## src/rtl/note_sequence_player.sv

```systemverilog
// note_sequence_player
//   Plays the six-symbol note entry sequence (F, mode note, two free notes,
//   G, terminator X) on the tone/note/ok interface of the phrase recognizer.
//   Each symbol is set up on tone/note, then ok is pressed and released.
//
// Ports
//   clk       system clock
//   reset     asynchronous, active-high reset
//   start     request to play one sequence (level, sampled every clock)
//   type_sel  01 past, 10 infinitive, 11 future, 00 invalid
//             (named type_sel because 'type' is a SystemVerilog keyword)
//   tone3     tone for free symbol 3
//   note3     note for free symbol 3
//   tone4     tone for free symbol 4
//   note4     note for free symbol 4
//   ok        emulated confirm button
//   tone      tone presented to the recognizer
//   note      note presented to the recognizer (000=X, 001=C ... 111=B)
//   busy      sequence in progress
//   done      one-cycle pulse when the sequence completes
//   err       one-cycle pulse when a start request is rejected
module note_sequence_player #(
  parameter int SETUP_CYC = 2,
  parameter int HIGH_CYC  = 4,
  parameter int LOW_CYC   = 4
) (
  input  logic       clk,
  input  logic       reset,
  input  logic       start,
  input  logic [1:0] type_sel,
  input  logic       tone3,
  input  logic [2:0] note3,
  input  logic       tone4,
  input  logic [2:0] note4,
  output logic       ok,
  output logic       tone,
  output logic [2:0] note,
  output logic       busy,
  output logic       done,
  output logic       err
);

  typedef enum logic [1:0] {IDLE, SETUP, PRESS, GAP} state_t;

  // Terminal counts: the counter runs 0..N-1 within each phase.
  localparam logic [7:0] SETUP_LAST = 8'(SETUP_CYC - 1);
  localparam logic [7:0] HIGH_LAST  = 8'(HIGH_CYC - 1);
  localparam logic [7:0] LOW_LAST   = 8'(LOW_CYC - 1);
  localparam logic [2:0] LAST_IDX   = 3'd5;

  state_t     state, state_nxt;
  logic [2:0] idx, idx_nxt, idx_inc;
  logic [7:0] cnt, cnt_nxt;
  logic       ok_nxt, tone_nxt, busy_nxt, done_nxt, err_nxt;
  logic [2:0] note_nxt;
  logic       accept;

  // Request captured at acceptance; later input changes are ignored.
  logic [1:0] cap_type;
  logic       cap_tone3, cap_tone4;
  logic [2:0] cap_note3, cap_note4;

  logic [3:0] sym_inc;  // {tone,note} of the symbol following idx

  assign idx_inc = idx + 3'd1;

  always_comb begin
    sym_inc = 4'b0_000;
    case (idx_inc)
      3'd1: begin
        case (cap_type)
          2'b01:   sym_inc = 4'b1_001;  // C, past
          2'b10:   sym_inc = 4'b1_100;  // F, infinitive
          default: sym_inc = 4'b1_111;  // B, future
        endcase
      end
      3'd2:    sym_inc = {cap_tone3, cap_note3};
      3'd3:    sym_inc = {cap_tone4, cap_note4};
      3'd4:    sym_inc = 4'b0_101;      // G
      default: sym_inc = 4'b0_000;      // X terminator
    endcase
  end

  always_comb begin
    // NOTE: every variable gets a default first so no path leaves one unassigned (no latches).
    state_nxt = state;
    idx_nxt   = idx;
    cnt_nxt   = cnt;
    ok_nxt    = ok;
    tone_nxt  = tone;
    note_nxt  = note;
    busy_nxt  = busy;
    done_nxt  = 1'b0;
    err_nxt   = 1'b0;
    accept    = 1'b0;

    case (state)
      IDLE: begin
        ok_nxt   = 1'b0;
        tone_nxt = 1'b0;
        note_nxt = 3'b000;
        busy_nxt = 1'b0;
        if (start) begin
          // A zero note would be read as the terminator X, so it is refused.
          if (type_sel == 2'b00 || note3 == 3'b000 || note4 == 3'b000) begin
            err_nxt = 1'b1;
          end else begin
            accept    = 1'b1;
            state_nxt = SETUP;
            busy_nxt  = 1'b1;
            idx_nxt   = 3'd0;
            cnt_nxt   = 8'd0;
            tone_nxt  = 1'b0;
            note_nxt  = 3'b100;  // symbol 0 is always F
          end
        end
      end

      SETUP: begin
        if (cnt == SETUP_LAST) begin
          state_nxt = PRESS;
          cnt_nxt   = 8'd0;
          ok_nxt    = 1'b1;
        end else begin
          cnt_nxt = cnt + 8'd1;
        end
      end

      PRESS: begin
        if (cnt == HIGH_LAST) begin
          state_nxt = GAP;
          cnt_nxt   = 8'd0;
          ok_nxt    = 1'b0;
        end else begin
          cnt_nxt = cnt + 8'd1;
        end
      end

      GAP: begin
        if (cnt == LOW_LAST) begin
          cnt_nxt = 8'd0;
          if (idx == LAST_IDX) begin
            state_nxt = IDLE;
            idx_nxt   = 3'd0;
            busy_nxt  = 1'b0;
            done_nxt  = 1'b1;
            tone_nxt  = 1'b0;
            note_nxt  = 3'b000;
          end else begin
            // The next symbol appears while ok is still low.
            state_nxt           = SETUP;
            idx_nxt             = idx_inc;
            {tone_nxt, note_nxt} = sym_inc;
          end
        end else begin
          cnt_nxt = cnt + 8'd1;
        end
      end

      default: state_nxt = IDLE;
    endcase
  end

  always_ff @(posedge clk or posedge reset) begin
    // NOTE: sequential state uses non-blocking assignments so all registers update together.
    if (reset) begin
      state <= IDLE;
      idx   <= 3'd0;
      cnt   <= 8'd0;
      ok    <= 1'b0;
      tone  <= 1'b0;
      note  <= 3'b000;
      busy  <= 1'b0;
      done  <= 1'b0;
      err   <= 1'b0;
    end else begin
      state <= state_nxt;
      idx   <= idx_nxt;
      cnt   <= cnt_nxt;
      ok    <= ok_nxt;
      tone  <= tone_nxt;
      note  <= note_nxt;
      busy  <= busy_nxt;
      done  <= done_nxt;
      err   <= err_nxt;
    end
  end

  always_ff @(posedge clk or posedge reset) begin
    if (reset) begin
      cap_type  <= 2'b00;
      cap_tone3 <= 1'b0;
      cap_note3 <= 3'b000;
      cap_tone4 <= 1'b0;
      cap_note4 <= 3'b000;
    end else if (accept) begin
      cap_type  <= type_sel;
      cap_tone3 <= tone3;
      cap_note3 <= note3;
      cap_tone4 <= tone4;
      cap_note4 <= note4;
    end
  end

endmodule

```

## config.mk

```make
export PLATFORM = sky130hd
export DESIGN_NAME = note_sequence_player
export DESIGN_NICKNAME = d
export VERILOG_FILES = /design/src/rtl/note_sequence_player.sv
export SDC_FILE = /design/constraint.sdc
export NUM_CORES = 1
export LEC_CHECK = 0
export BUFFER_PORTS_ARGS = -buffer_cell sky130_fd_sc_hd__buf_2
export CAP_MARGIN = 0
export CORE_MARGIN = 8
export CORE_UTILIZATION = 52
export CTS_CLUSTER_DIAMETER = 50
export DETAILED_ROUTE_END_ITERATION = 10
export HOLD_SLACK_MARGIN = 0.12
export PLACE_DENSITY = 0.74
export SETUP_SLACK_MARGIN = 0.3
export SYNTH_ARGS = -nofsm -noshare
export SYNTH_HDL_FRONTEND = slang
export SYNTH_SLANG_ARGS = --single-unit
```

## constraint.sdc

```tcl
create_clock -name clk -period 1.9 [get_ports clk]
set_input_delay 0.19 -clock clk [delete_from_list [all_inputs] [get_ports clk]]
set_output_delay 0.19 -clock clk [all_outputs]
set_load 0.02 [all_outputs]
```

After elaboration in Yosys (flattened, before gate mapping)
Cells that the tools add are included.
- register bits after elaboration: 31
- input port bits: 13
- output and inout port bits: 8
- logic and storage cells: 91
- add/subtract/negate cells: 2
- equality and inequality tests: 18
- multiplexer cells: 42
- reduce and logical (&&, ||, !) cells: 15
- operators with widths (operator ; number):
    $mux W8 ; 4
    $mux W3 ; 8
    $pmux W8 S3 ; 1
    $pmux W3 S2 ; 3
    $mux W1 ; 16
    $pmux W4 S4 ; 1
    $ne A2 B2 Y1 const B ; 6
    $mux W2 ; 5
    $add A8 B1 Y8 const B ; 1
    $eq A8 B1 Y1 const B ; 1
    $eq A8 B2 Y1 const B ; 1
    $pmux W2 S4 ; 1
    $eq A2 B2 Y1 const B ; 3
    $eq A3 B2 Y1 const B ; 2
    $eq A3 B3 Y1 const B ; 2
    $logic_not A3 Y1 ; 2
    $reduce_and A3 Y1 ; 2
    $reduce_and A5 Y1 ; 1
    $eq A2 B1 Y1 const B ; 2
    $logic_not A2 Y1 ; 2
    $pmux W1 S2 ; 2
    $reduce_and A2 Y1 ; 2
    $reduce_and A4 Y1 ; 1
    $add A3 B1 Y3 const B ; 1
    other kinds (6) ; 7

Longest topological paths before layout
- depth after elaboration: 6
- gate-level depth with buffers: 7
- gate-level depth less buffers: 6

Least setup slack after synthesis
Ideal clock, no wire load.
- path kind: register to register
- from: reg cnt[7]
- to: reg idx[1]
- setup time: 0.121 ns
- data arrival time: 1.847 ns
- setup slack: -0.068 ns
- stages on the path, launching flop included: 6
- buffers on the path: 1
- clock period less this slack: 1.968 ns
- cells stage by stage: dfrtp_1 > or4_4 > buf_6 > o31a_1 > or2_1 > a22o_1
- word-level cells in the longest chain between the ends: 3
- ends and longest elaborated chain (element ; line ; RTL):
    from (decl) ; 53 ; logic [7:0] cnt, cnt_nxt;
    from (signal assigned) ; 179 ; cnt <= cnt_nxt;
    $eq A8 B2 Y1 ; 140 ; if (cnt == LOW_LAST) begin
    $ne A2 B2 Y1 (no line) ; - ;
    $reduce_and A4 Y1 (no line) ; - ;
    to (signal assigned) ; 178 ; idx <= idx_nxt;
    to (decl) ; 52 ; logic [2:0] idx, idx_nxt, idx_inc;
Every way passes these cells.
A chain may end at the register's enable or synchronous reset.

Worst setup path in the final report
- from: reg cnt[1]
- to: reg state[0]
- word-level cells in the longest chain between the ends: 3
- elaborated cells between the ends (all ways): 6
- ends and longest elaborated chain (element ; line ; RTL):
    $eq A8 B2 Y1 or $eq A8 B1 Y1 (tied branches) ; 130, 140, 120 ;
    $ne A2 B2 Y1 (no line) ; - ;
    $reduce_and A5 Y1 (no line) (*) ; - ;
    to (signal assigned) ; 177 ; state <= state_nxt;
    to (decl) ; 51 ; state_t state, state_nxt;
Every way passes the cells marked *; elsewhere a longest branch is shown, timed or not.

==> flow_metrics.env <==
export IMPL_status="finished with violations"
export IMPL_reg2reg_slack_ps=-60
export IMPL_fin_worst_skew_ps=5.149
export IMPL_endpoint_kind="register"
export IMPL_arrival_ps=2170
export IMPL_die_h_um=74.31
export IMPL_max_slew_worst_pin_slew_ps=585.2
export IMPL_slew_headroom=0.6057
export IMPL_max_vdd_ir_drop_mv=0.7900
export IMPL_use_met1=0.2175
export IMPL_busiest_layer="met2"
export IMPL_ys_types=44
export IMPL_nNetsFinal=267
export IMPL_clockPowerShare=0.127
export IMPL_final_cell_count_no_fill=291
export IMPL_drive_gt1_frac=0.3510
export IMPL_finalSetupViolCount=6
export IMPL_slew_violations=0
export IMPL_p_comb_frac=0.580
export IMPL_critPathLaunchType="register"
export IMPL_fmax_mhz=510.7
export IMPL_cell_internal_pwr_uw=2002
export IMPL_worstSkewPairLatency_ps=330
export IMPL_crit_cells=7
export IMPL_hold_violations=0
export IMPL_synthToLayoutAreaGrowth_pct=36.52
export IMPL_maxCapViolCount=0
export IMPL_antenna_cells=0
export IMPL_holdWs_ps=124.9
export IMPL_ff2ff_path_depth=7
export IMPL_grt_setup_unrepaired="true"
export IMPL_via_per_inst=5.828
export IMPL_clk_path_buf_depth=2
export IMPL_dp_final_hpwl_um=3050
export IMPL_swShare=0.4250
export IMPL_clk_pin_slew_ps=90
export IMPL_path_buf_inv=2
export IMPL_cts_sinks=31
export IMPL_hold_class="in2reg"
export IMPL_setup_ws_ps=-57.95
export IMPL_globalplace_congestion=0.8501
export IMPL_firstDrtPassIters=4
export IMPL_wirelength_um=4888
export IMPL_drt_wirelength_per_cell_um=16.80
export IMPL_dp_slack_ps=7.532
export IMPL_critPathKind="reg2reg"
export IMPL_start_util=0.5340
export IMPL_die_w_um=74.31
export IMPL_crit_slowest_cell="dfrtp_1"
export IMPL_path_max_fanout=4
export IMPL_p_leak_uw=0.001081
export IMPL_cts_buffers=5
export IMPL_r2r_end="state[0]"
export IMPL_io_pins=21
export IMPL_use_met2=0.2832
export IMPL_drc=0
export IMPL_power_frac_seq=0.293
export IMPL_fillers=245
export IMPL_period_share=1.031
export IMPL_ant_nets=0
export IMPL_placed_cells=265
export IMPL_drt_iter0_markers=112
export IMPL_slowest_delay_ps=420
export IMPL_grtUsageMet3=0.04447
export IMPL_pwr_density_cell_nw_per_um2=1443
export IMPL_grt_first_pass_wirelength_um=7472
export IMPL_endpoint="state[0]"
export IMPL_min_from="note3[1]"
export IMPL_violations="negative setup slack"
export IMPL_synth_seq_cells=31
export IMPL_antenna_found_initial=0
export IMPL_worstPathRequired_ps=2110
export IMPL_min_period_ps=1958
export IMPL_p_sw_uw=1480
export IMPL_netlist_area_sq_um=1768
export IMPL_cp_startpoint="cnt[1]"
export IMPL_track_usage=0.1782
export IMPL_portBuffers=20
export IMPL_r2r_start="cnt[1]"
export IMPL_cts_tree="done"
export IMPL_synth_avg_cell_area_sq_um=9.454
export IMPL_gr_total_overflow=0
export IMPL_vias=1696
export IMPL_yosysSeqAreaShare=0.4388
export IMPL_multi_input_area_sq_um=1031
export IMPL_yosys_warnings=0
export IMPL_synth_edf_count=0
export IMPL_synthFlopType="dfrtp_1"
export IMPL_grt_pass1_vias=1634
export IMPL_synthCells=187
export IMPL_coreArea_sq_um=3311
export IMPL_synth_async_reset_ratio=1.000
export IMPL_seqCellArea_sq_um=777.0
export IMPL_h_tree_depth=2
export IMPL_dieArea_sq_um=5522
export IMPL_rows=21
export IMPL_crit_path_cell_trace="inv_1, ha_1, or3b_4, o21ai_4, buf_4, a31oi_1, a311oi_1"
export IMPL_root_buffer="clkbuf_4"
export IMPL_grt_max_degree=32
export IMPL_critPathTopFamily="compound AO/OA/AOI/OAI gates"
export IMPL_syn_num_nets=210
-- timing repair --
| action | 4_1_cts | 5_1_grt |
|---|---|---|
| endpoints found under the hold margin | 39 | 0 |
| endpoints found under the setup margin | 23 | 30 |
| buffers inserted | 7 | 1 |
| resized for setup | 27 | 11 |
| cloned | 0 | 1 |
| hold buffers | 9 | 0 |
| pin swaps | 13 | 3 |
-- synth_stat cells, types with 2 or more instances --
| library cell | n | area [sq um] |
|---|---|---|
| clkbuf_1 | 5 | 18.77 |
| nand2_1 | 19 | 71.32 |
| or2_2 | 2 | 12.51 |
| and2_1 | 2 | 12.51 |
| nand3_1 | 3 | 15.01 |
| mux2_2 | 4 | 45.04 |
| nand2b_1 | 4 | 25.02 |
| o31ai_1 | 3 | 22.52 |
| o21ai_0 | 19 | 95.09 |
| a21oi_1 | 3 | 15.01 |
| nor3_1 | 6 | 30.03 |
| a22o_1 | 4 | 35.03 |
| nor2_1 | 9 | 33.78 |
| a211oi_1 | 3 | 22.52 |
| a2111oi_0 | 2 | 17.52 |
| o22ai_1 | 2 | 12.51 |
| dfrtp_1 | 31 | 775.7 |
| a31oi_1 | 4 | 25.02 |
| nor2b_1 | 6 | 37.54 |
| or3_1 | 2 | 12.51 |
| o32ai_1 | 3 | 26.28 |
| o21ai_1 | 2 | 10.01 |
| a221o_1 | 4 | 40.04 |
| ha_1 | 10 | 125.1 |
| o221ai_1 | 2 | 17.52 |
| inv_1 | 15 | 56.30 |
-- routing by layer --
layer	vias to the layer above	share of wire
li1	800	-
met1	814	0.42
met2	62	0.49
met3	20	0.052
met4	0	0.030
met5	-	0
-- cell families (layout without fill, tap and decap cells) --
group                      Yosys count  after routing  synth area share
buffers and inverters               22             80           0.05095
adders and majority gates           10             10           0.07077
and+or+nand+nor                     60             60            0.1727
AOI/OAI and AO/OA                   59             59            0.2350
muxes                                5              5           0.03184
DFF                                 31             31            0.4388
-- worst register-to-register path, delay by kind of cell, from the launching register on --
kind,cells,cell delay (ps)
AOI/OAI and AO/OA,3,650
DFF,1,420
and+or+nand+nor,1,400
buffers and inverters,2,220
adders and majority gates,1,150
-- power by group through the flow --
stage | clock network, uW | logic [uW] | registers, uW
5_1_grt | 471 | 2200 | 1050
4_1_cts | 450 | 1800 | 1010
6_report | 443 | 2020 | 1020
3_3_place_gp | 0 | 1470 | 1010
2_1_floorplan | 0 | 1020 | 1050
3_5_place_dp | 0 | 1520 | 1020
-- placed cells by master, fill, tap and decap left out, drive strengths merged --
cell type    netlist  routed
buf                2      48
dfrtp             31      31
o21ai             22      22
nand2             19      19
inv               15      15
ha                10      10
dlygate4sd3        0       9
nor2               9       9
clkbuf             5       8
nor2b              6       6
nor3               6       6
mux2               5       5
nand2b             4       4
a22o               4       4
a221o              4       4
a31oi              4       4
o31ai              4       4
o32ai              3       3
nand3              3       3
a21oi              3       3
o22ai              3       3
or2                3       3
a211oi             3       3
or3b               2       2
and2               2       2
a2111oi            2       2
o221ai             2       2
or3                2       2
or4                1       1
and3               1       1
o31a               1       1
o21a               1       1
nand3b             1       1
nand4              1       1
a311oi             1       1
a32o               1       1
a21boi             1       1
-- flip-flops by register name (all words and copies together) (netlist names) --
register   flops
cnt            8
cap_type       2
ok             1
err            1
cap_tone3      1
idx            3
cap_tone4      1
cap_note3      3
state          2
note           3
cap_note4      3
tone           1
done           1
busy           1
-- how the worst min path moves through the flow --
stage              endpoint  slack (ps)  cells after the start
2_1_floorplan          busy         290                      1
3_3_place_gp   cap_note3[2]         280                      3
3_5_place_dp   cap_note3[1]         290                      3
4_1_cts        cap_note3[1]         120                      2
5_1_grt        cap_note3[0]         130                      2
6_report       cap_note3[1]         120                      2
-- cell type report --
type / instances / share of cell area
repair buffers: 57 / 0.1752
inverters: 15 / 0.02333
flip-flops and latches: 31 / 0.3219
well taps: 46 / 0.02385
multi-input cells: 134 / 0.4272
clock buffers: 8 / 0.02851
-- metrics by stage --
stage | cell area (sq um) | total power [uW] | utilization | TNS, ps
final | 2414 | 3482 | 0.7290 | -122.4
after global routing | 2414 | 3720 | 0.7290 | -482.2
after CTS | 2361 | 3259 | 0.7132 | 0
after detailed placement | 2049 | 2545 | 0.6190 | 0
after global placement | 2049 | 2477 | 0.6190 | 0
after floorplan | 1783 | 2068 | - | -133.9
No activity file was read; power rests on OpenSTA's default activity.
